===== src/rtl/fetch_ctrl_pkg.sv =====
`default_nettype none
// ============================================================================
//  Module      : fetch_ctrl_pkg
//  Description : Shared definitions for the fetch controller: PC-source
//                select width and encodings, FSM state encoding, flush
//                counter width and a redirect-detection helper.
//  Revision    : 1.0 - initial release
// ============================================================================
package fetch_ctrl_pkg;

    localparam int SEL_PC_WIDTH    = 2;
    localparam int FLUSH_CNT_WIDTH = 2;

    localparam logic [SEL_PC_WIDTH-1:0] SEL_PC_PLUS4  = 2'd0;
    localparam logic [SEL_PC_WIDTH-1:0] SEL_PC_BRANCH = 2'd1;
    localparam logic [SEL_PC_WIDTH-1:0] SEL_PC_JUMP   = 2'd2;
    localparam logic [SEL_PC_WIDTH-1:0] SEL_PC_JALR   = 2'd3;

    typedef enum logic [2:0] {
        ST_IDLE  = 3'd0,
        ST_RUN   = 3'd1,
        ST_STALL = 3'd2,
        ST_FLUSH = 3'd3,
        ST_HALT  = 3'd4
    } state_t;

    // A redirect is any taken branch or any non-sequential PC source.
    function automatic logic is_redirect(input logic                    br,
                                         input logic [SEL_PC_WIDTH-1:0] sel);
        return br || (sel != SEL_PC_PLUS4);
    endfunction

endpackage
`default_nettype wire


===== src/rtl/fetch_ctrl_if.sv =====
`default_nettype none
// ============================================================================
//  Module      : fetch_ctrl_if
//  Description : Datapath <-> fetch controller signal bundle.
//                master = fetch controller (drives c_* / halted),
//                slave  = datapath (drives status and redirect requests).
//                Performance counter signals exist only when
//                FETCH_CTRL_PERF_EN is defined.
//  Revision    : 1.0 - initial release
// ============================================================================
interface fetch_ctrl_if;
    import fetch_ctrl_pkg::*;

    logic                    memory_done;
    logic [SEL_PC_WIDTH-1:0] pc_sel;
    logic                    br_taken;
    logic [31:0]             ir;
    logic [31:0]             next_pc;

    logic                    c_fetch_stall;
    logic [SEL_PC_WIDTH-1:0] c_pc_sel;
    logic                    c_br_taken;
    logic [31:0]             c_next_pc;
    logic                    halted;
`ifdef FETCH_CTRL_PERF_EN
    logic [31:0]             perf_stall_cnt;
    logic [31:0]             perf_redirect_cnt;
`endif

    modport master (
        input  memory_done, pc_sel, br_taken, ir, next_pc,
`ifdef FETCH_CTRL_PERF_EN
        output perf_stall_cnt, perf_redirect_cnt,
`endif
        output c_fetch_stall, c_pc_sel, c_br_taken, c_next_pc, halted
    );

    modport slave (
        output memory_done, pc_sel, br_taken, ir, next_pc,
`ifdef FETCH_CTRL_PERF_EN
        input  perf_stall_cnt, perf_redirect_cnt,
`endif
        input  c_fetch_stall, c_pc_sel, c_br_taken, c_next_pc, halted
    );

endinterface
`default_nettype wire


===== src/rtl/fetch_ctrl.sv =====
`default_nettype none
// ============================================================================
//  Module      : fetch_ctrl
//  Description : Fetch/PC-update controller. Stalls fetch while memory is
//                busy, queues one pending redirect during a stall, inserts
//                FLUSH_CYCLES flush cycles on a redirect and halts on an
//                illegal instruction. All outputs are registered.
//                Optional macro FETCH_CTRL_PERF_EN adds stall/redirect
//                performance counters.
//  Revision    : 1.0 - initial release
// ============================================================================
module fetch_ctrl
    import fetch_ctrl_pkg::*;
#(
    parameter logic [31:0] ILLEGAL_IR   = 32'h0000_0000,
    parameter int          FLUSH_CYCLES = 1            // legal range 1..3
) (
    input  logic         clk,
    input  logic         rst,
    fetch_ctrl_if.master bus
);

    // Counter is loaded with FLUSH_CYCLES-1 so FLUSH lasts exactly FLUSH_CYCLES cycles.
    localparam logic [FLUSH_CNT_WIDTH-1:0] FLUSH_LOAD = FLUSH_CNT_WIDTH'(FLUSH_CYCLES - 1);

    state_t                     state_q,     state_d;
    logic [FLUSH_CNT_WIDTH-1:0] flush_cnt_q, flush_cnt_d;

    logic                       pend_vld_q,  pend_vld_d;
    logic [SEL_PC_WIDTH-1:0]    pend_sel_q,  pend_sel_d;
    logic                       pend_br_q,   pend_br_d;
    logic [31:0]                pend_pc_q,   pend_pc_d;

    logic                       stall_q,     stall_d;
    logic [SEL_PC_WIDTH-1:0]    sel_q,       sel_d;
    logic                       br_q,        br_d;
    logic [31:0]                npc_q,       npc_d;
    logic                       halted_q,    halted_d;

    logic                       w_redirect;
    logic                       w_illegal;
    logic                       w_take_vld;
    logic [SEL_PC_WIDTH-1:0]    w_take_sel;
    logic                       w_take_br;
    logic [31:0]                w_take_pc;

    assign w_redirect = is_redirect(bus.br_taken, bus.pc_sel);
    assign w_illegal  = (bus.ir == ILLEGAL_IR);

    // Redirect to apply when a stall ends: the held one wins, otherwise a
    // redirect arriving in the very cycle memory completes is used directly.
    assign w_take_vld = pend_vld_q || w_redirect;
    assign w_take_sel = pend_vld_q ? pend_sel_q : bus.pc_sel;
    assign w_take_br  = pend_vld_q ? pend_br_q  : bus.br_taken;
    assign w_take_pc  = pend_vld_q ? pend_pc_q  : bus.next_pc;

    // State, pending redirect, flush counter and registered outputs.
    always_ff @(posedge clk or posedge rst) begin
        if (rst) begin
            state_q     <= ST_IDLE;
            flush_cnt_q <= '0;
            pend_vld_q  <= 1'b0;
            pend_sel_q  <= SEL_PC_PLUS4;
            pend_br_q   <= 1'b0;
            pend_pc_q   <= 32'h0;
            stall_q     <= 1'b1;
            sel_q       <= SEL_PC_PLUS4;
            br_q        <= 1'b0;
            npc_q       <= 32'h0;
            halted_q    <= 1'b0;
        end else begin
            state_q     <= state_d;
            flush_cnt_q <= flush_cnt_d;
            pend_vld_q  <= pend_vld_d;
            pend_sel_q  <= pend_sel_d;
            pend_br_q   <= pend_br_d;
            pend_pc_q   <= pend_pc_d;
            stall_q     <= stall_d;
            sel_q       <= sel_d;
            br_q        <= br_d;
            npc_q       <= npc_d;
            halted_q    <= halted_d;
        end
    end

    // Next-state and next-output decode; outputs follow the state being entered.
    always_comb begin
        state_d     = state_q;
        flush_cnt_d = flush_cnt_q;
        pend_vld_d  = pend_vld_q;
        pend_sel_d  = pend_sel_q;
        pend_br_d   = pend_br_q;
        pend_pc_d   = pend_pc_q;
        stall_d     = stall_q;
        sel_d       = sel_q;
        br_d        = br_q;
        npc_d       = npc_q;
        halted_d    = halted_q;

        case (state_q)
            ST_IDLE: begin
                state_d = ST_RUN;
                stall_d = 1'b0;
                sel_d   = SEL_PC_PLUS4;
                br_d    = 1'b0;
            end

            ST_RUN: begin
                if (w_illegal) begin
                    state_d  = ST_HALT;
                    stall_d  = 1'b1;
                    halted_d = 1'b1;
                    sel_d    = SEL_PC_PLUS4;
                    br_d     = 1'b0;
                    npc_d    = 32'h0;
                end else if (!bus.memory_done) begin
                    state_d = ST_STALL;
                    stall_d = 1'b1;
                    if (w_redirect) begin
                        pend_vld_d = 1'b1;
                        pend_sel_d = bus.pc_sel;
                        pend_br_d  = bus.br_taken;
                        pend_pc_d  = bus.next_pc;
                    end
                end else if (w_redirect) begin
                    state_d     = ST_FLUSH;
                    stall_d     = 1'b1;
                    sel_d       = bus.pc_sel;
                    br_d        = bus.br_taken;
                    npc_d       = bus.next_pc;
                    flush_cnt_d = FLUSH_LOAD;
                end
            end

            ST_STALL: begin
                // First redirect seen during the stall is held; later ones drop.
                if (!pend_vld_q && w_redirect) begin
                    pend_vld_d = 1'b1;
                    pend_sel_d = bus.pc_sel;
                    pend_br_d  = bus.br_taken;
                    pend_pc_d  = bus.next_pc;
                end
                if (bus.memory_done) begin
                    pend_vld_d = 1'b0;
                    if (w_take_vld) begin
                        state_d     = ST_FLUSH;
                        sel_d       = w_take_sel;
                        br_d        = w_take_br;
                        npc_d       = w_take_pc;
                        flush_cnt_d = FLUSH_LOAD;
                    end else begin
                        state_d = ST_RUN;
                        stall_d = 1'b0;
                    end
                end
            end

            ST_FLUSH: begin
                if (flush_cnt_q == '0) begin
                    state_d = ST_RUN;
                    stall_d = 1'b0;
                    sel_d   = SEL_PC_PLUS4;
                    br_d    = 1'b0;
                end else begin
                    flush_cnt_d = flush_cnt_q - 1'b1;
                end
            end

            ST_HALT: begin
                state_d = ST_HALT;
            end

            default: begin
                state_d = ST_IDLE;
                stall_d = 1'b1;
            end
        endcase
    end

    assign bus.c_fetch_stall = stall_q;
    assign bus.c_pc_sel      = sel_q;
    assign bus.c_br_taken    = br_q;
    assign bus.c_next_pc     = npc_q;
    assign bus.halted        = halted_q;

`ifdef FETCH_CTRL_PERF_EN
    logic [31:0] perf_stall_q;
    logic [31:0] perf_redirect_q;

    // Count stalled STALL/FLUSH cycles and every entry into FLUSH; both wrap.
    always_ff @(posedge clk or posedge rst) begin
        if (rst) begin
            perf_stall_q    <= 32'h0;
            perf_redirect_q <= 32'h0;
        end else begin
            if (stall_q && (state_q == ST_STALL || state_q == ST_FLUSH)) begin
                perf_stall_q <= perf_stall_q + 32'd1;
            end
            if (state_d == ST_FLUSH && state_q != ST_FLUSH) begin
                perf_redirect_q <= perf_redirect_q + 32'd1;
            end
        end
    end

    assign bus.perf_stall_cnt    = perf_stall_q;
    assign bus.perf_redirect_cnt = perf_redirect_q;
`endif

endmodule
`default_nettype wire


===== src/flat_wrapper.sv =====
// flat-port wrapper written by rule: the top's interface ports become plain ports
module fetch_ctrl_flat import fetch_ctrl_pkg::*;
#(
    parameter logic [31:0] ILLEGAL_IR   = 32'h0000_0000,
    parameter int          FLUSH_CYCLES = 1                               
)
  (clk, rst, bus_memory_done, bus_pc_sel, bus_br_taken, bus_ir, bus_next_pc, bus_c_fetch_stall, bus_c_pc_sel, bus_c_br_taken, bus_c_next_pc, bus_halted);
  fetch_ctrl_if bus_i ();
  input  logic clk;
  input  logic rst;
  input wire logic [$bits(bus_i.memory_done)-1:0] bus_memory_done;
  input wire logic [$bits(bus_i.pc_sel)-1:0] bus_pc_sel;
  input wire logic [$bits(bus_i.br_taken)-1:0] bus_br_taken;
  input wire logic [$bits(bus_i.ir)-1:0] bus_ir;
  input wire logic [$bits(bus_i.next_pc)-1:0] bus_next_pc;
  output wire logic [$bits(bus_i.c_fetch_stall)-1:0] bus_c_fetch_stall;
  output wire logic [$bits(bus_i.c_pc_sel)-1:0] bus_c_pc_sel;
  output wire logic [$bits(bus_i.c_br_taken)-1:0] bus_c_br_taken;
  output wire logic [$bits(bus_i.c_next_pc)-1:0] bus_c_next_pc;
  output wire logic [$bits(bus_i.halted)-1:0] bus_halted;
  assign bus_i.memory_done = bus_memory_done;
  assign bus_i.pc_sel = bus_pc_sel;
  assign bus_i.br_taken = bus_br_taken;
  assign bus_i.ir = bus_ir;
  assign bus_i.next_pc = bus_next_pc;
  assign bus_c_fetch_stall = bus_i.c_fetch_stall;
  assign bus_c_pc_sel = bus_i.c_pc_sel;
  assign bus_c_br_taken = bus_i.c_br_taken;
  assign bus_c_next_pc = bus_i.c_next_pc;
  assign bus_halted = bus_i.halted;
  fetch_ctrl #(.ILLEGAL_IR(ILLEGAL_IR), .FLUSH_CYCLES(FLUSH_CYCLES)) u_core (.clk(clk), .rst(rst), .bus(bus_i));
endmodule

===== config.mk =====
export PLATFORM = sky130hd
export DESIGN_NAME = fetch_ctrl_flat
export DESIGN_NICKNAME = d
export VERILOG_FILES = /design/src/rtl/fetch_ctrl_pkg.sv /design/src/rtl/fetch_ctrl_if.sv /design/src/rtl/fetch_ctrl.sv /design/src/flat_wrapper.sv
export SDC_FILE = /design/constraint.sdc
export NUM_CORES = 1
export LEC_CHECK = 0
export ABC_AREA = 1
export ABC_CLOCK_PERIOD_IN_PS = 6400
export BUFFER_PORTS_ARGS = -buffer_cell sky130_fd_sc_hd__buf_2
export CAP_MARGIN = 30
export CORE_UTILIZATION = 30
export CTS_BUF_LIST = sky130_fd_sc_hd__clkbuf_8
export DETAILED_ROUTE_END_ITERATION = 7
export HOLD_SLACK_MARGIN = 0.08
export PLACE_DENSITY = 0.58
export SETUP_SLACK_MARGIN = 0.2
export SYNTH_ARGS = -nofsm -noshare
export SYNTH_HDL_FRONTEND = slang
export SYNTH_SLANG_ARGS = --single-unit

===== constraint.sdc =====
create_clock -name clk -period 6.4 [get_ports clk]
set_input_delay 1.28 -clock clk [delete_from_list [all_inputs] [get_ports clk]]
set_output_delay 1.28 -clock clk [all_outputs]
set_load 0.01 [all_outputs]

==> metrics.txt <==
top cell type's share of synthesized area approximately 43%; hold_sp u_core.bus.c_fetch_stall; Mean Syn Cell Area 6.89 sq um; max_slew headroom between 30% and 40%; kind of critical path primary input to register; crit start category primary input; CP endpoint kind register; critical path's most frequent cell nand2_1; Placed Instances 901; WP data arrival 3.73 ns; DR WL/cell 13.5 um; synthesized cell area about 4400 sq um; diodes inserted 0; Critical Path RT roughly 6.6 ns; Worst-Margin Slew 0.916 ns; final net count 799; Fillers ~1600; antenna violations before repair 0; Min-Delay Path Class register to register; Ports 107; clk buf depth 2; layout cells sized above 1 19.6%; largest area contributor in the netlist dfrtp_1; number of synthesized flops with an enable pin 0; CTS root buf clkbuf_8; post-layout util between 30% and 40%; RSZ-0062 raised after global routing false; first-pass GRT wire length 21400 um; ys flop type dfrtp_1; Yosys reg bits just under 80; Post-Syn Nets 716; top post-synthesis cells by count 344 x nand2_1, 77 x dfrtp_1, 41 x o21ai_0; Final ANT Viol Nets 0; Fmax approximately 290 MHz; first-pass iteration count of the detailed router 4; final hold vios 0; fin area 5280 sq um; CTS resizes 0; die area 15300 sq um; clock slew at reported path FFs ~0.070 ns; Peak VDD IR roughly 0.23 mV; family with the most delay on the worst path simple AND/OR/NAND/NOR gates; postcts setup bufs 0; Via Count ~4300; initial DRC count 253; dpl hpwl 8080 um; hold_ws 0.463 ns; die span in x 124 um; cell with the most instances after synthesis nand2_1; H-tree Lvls 3; Place WS 2.43 ns; Synth warnings 0; Die Ht 124 um; total routed wirelength 12400 um; Setup Viol. Count Final 0; Hold Buf Count CTS 0; slack of the critical path a little under 3 ns; Max stage delay on crit path 0.63 ns; initial core utilization 30.7%; sequential area share after synthesis a little over two fifths; Crit-path slowest cell nor2_4; # DRC 0; total gr overflow 0; FFs w/ async S/R, synth 100%; Sink Count 78; vias in the first global route 4358; Max Cap Viol 0; post-synth cell types 26; total track usage around 18%; crit path cell chain buf_2 -> nor2_1 -> nand2_1 -> nor2_1 -> nand2_1 -> nor2_4 -> nor2_2 -> nor2_4 -> nand2_4 -> nand2_1 -> nand2_1; synth top area cells dfrtp_1 43%, nand2_1 29%, nand4_1 5.2%; Syn Inst Count approximately 650; critical path buffer and inverter count 1; core area 14500 sq um; CTS tree built; cts bufs inserted 9; reg-to-reg startpoint u_core.state_q[0]; leak pwr 2.93 nW; placed cell area 5100 sq um; Tmin final 3.50 ns; status finished, final reports clean; Worst Clk Skew 0.00672 ns; largest net degree at the start of global routing 57; Worst Setup SP bus_ir[7]; non-filler cells in the finished layout 915; IO Port Bufs 106; Via-to-Cell Ratio 4.71; GP Congestion 0.774; setup TNS 0 ns; Crit Path Max Fanout 37; final max-slew violation count 0; Final Cycle Share a little over half; Area growth, synth to finish 18.7%; worst-skew pair later-pin latency 0.35 ns; Power Total 2.63 mW; row count 44; Register Area 1950 sq um; r2r setup slk 3.05 ns; PD cells 499 nW/um^2; multi-input combinational cell area 2210 sq um
[final cells by class]
class                   instances  share of cell area, %
multi-input cells             507                   41.9
flip-flops and latches         78                   37.0
repair buffers                112                   12.0
well taps                     184                   4.36
clock buffers                   9                   2.35
inverters                      20                   1.45
clock inverters                 5                  0.878
[metal layers]
metal | wire [um] | share of wire [%] | vias up | GRT usage, %
met3 | 545 | 4.4 | 10 | 2.43
met1 | 5840 | 47 | 1992 | 23.0
met5 | 0 | 0 | - | 0
li1 | - | - | 2221 | -
met4 | 144 | 1.2 | 0 | 6.17
met2 | 5850 | 47 | 89 | 30.4
[state kept, by name, summed over array words and instances, names as in the netlist]
register / count
u_core.bus.c_pc_sel: 2
u_core.pend_br_q: 1
u_core.pend_pc_q: 32
u_core.pend_sel_q: 2
u_core.bus.c_br_taken: 1
u_core.state_q: 3
u_core.flush_cnt_q: 2
u_core.pend_vld_q: 1
u_core.bus.halted: 1
u_core.bus.c_next_pc: 32
u_core.bus.c_fetch_stall: 1
[layout by cell type (no fill, tap or decap), types with 2 or more instances in the layout]
master	instances
nand3_1	36
buf_4	3
inv_1	17
nand4_1	37
buf_16	3
nand3_2	2
a21oi_1	4
buf_2	106
nand2_1	344
dfrtp_1	77
o21ai_0	41
inv_2	5
nor2_4	3
clkbuf_8	9
clkinv_2	2
nor3_1	3
nor2_1	28
[worst paths after layout]
| kind | endpoint | cells past startpoint |
|---|---|---|
| worst max-delay path | u_core.bus.c_next_pc[2] | 11 |
| min in group asynchronous | u_core.pend_pc_q[4] | 3 |
| worst min-delay path | u_core.bus.c_fetch_stall | 2 |
| max in group asynchronous | u_core.bus.c_next_pc[7] | 4 |
| worst min register to register | u_core.bus.c_fetch_stall | 2 |
| worst max register to register | u_core.bus.c_next_pc[2] | 10 |
[report_power, final]
| part | internal (mW) | leakage, nW | switching (mW) |
|---|---|---|---|
| registers | 0.737 | 0.959 | 0.133 |
| logic | 0.490 | 1.87 | 0.930 |
| clock network | 0.171 | 0.0987 | 0.173 |
| total | 1.40 | 2.93 | 1.24 |
[tightest hold or removal path, delay by kind of cell, from the launching register on]
family        cells  cell delay [ns]
flops             1             0.37
simple gates      2             0.09
[logic make-up (layout without fill, tap and decap cells)]
group                    Yosys count  after routing  synth area share (%)
flip-flops                        78             78                  43.9
buffers and inverters             60            146                  6.62
adder cells (fa/ha/maj)            1              1                 0.281
AND/OR/NAND/NOR                  458            458                  43.3
AO/OA/AOI/OAI                     48             48                  5.88
Power figures use the tool's default switching activity.
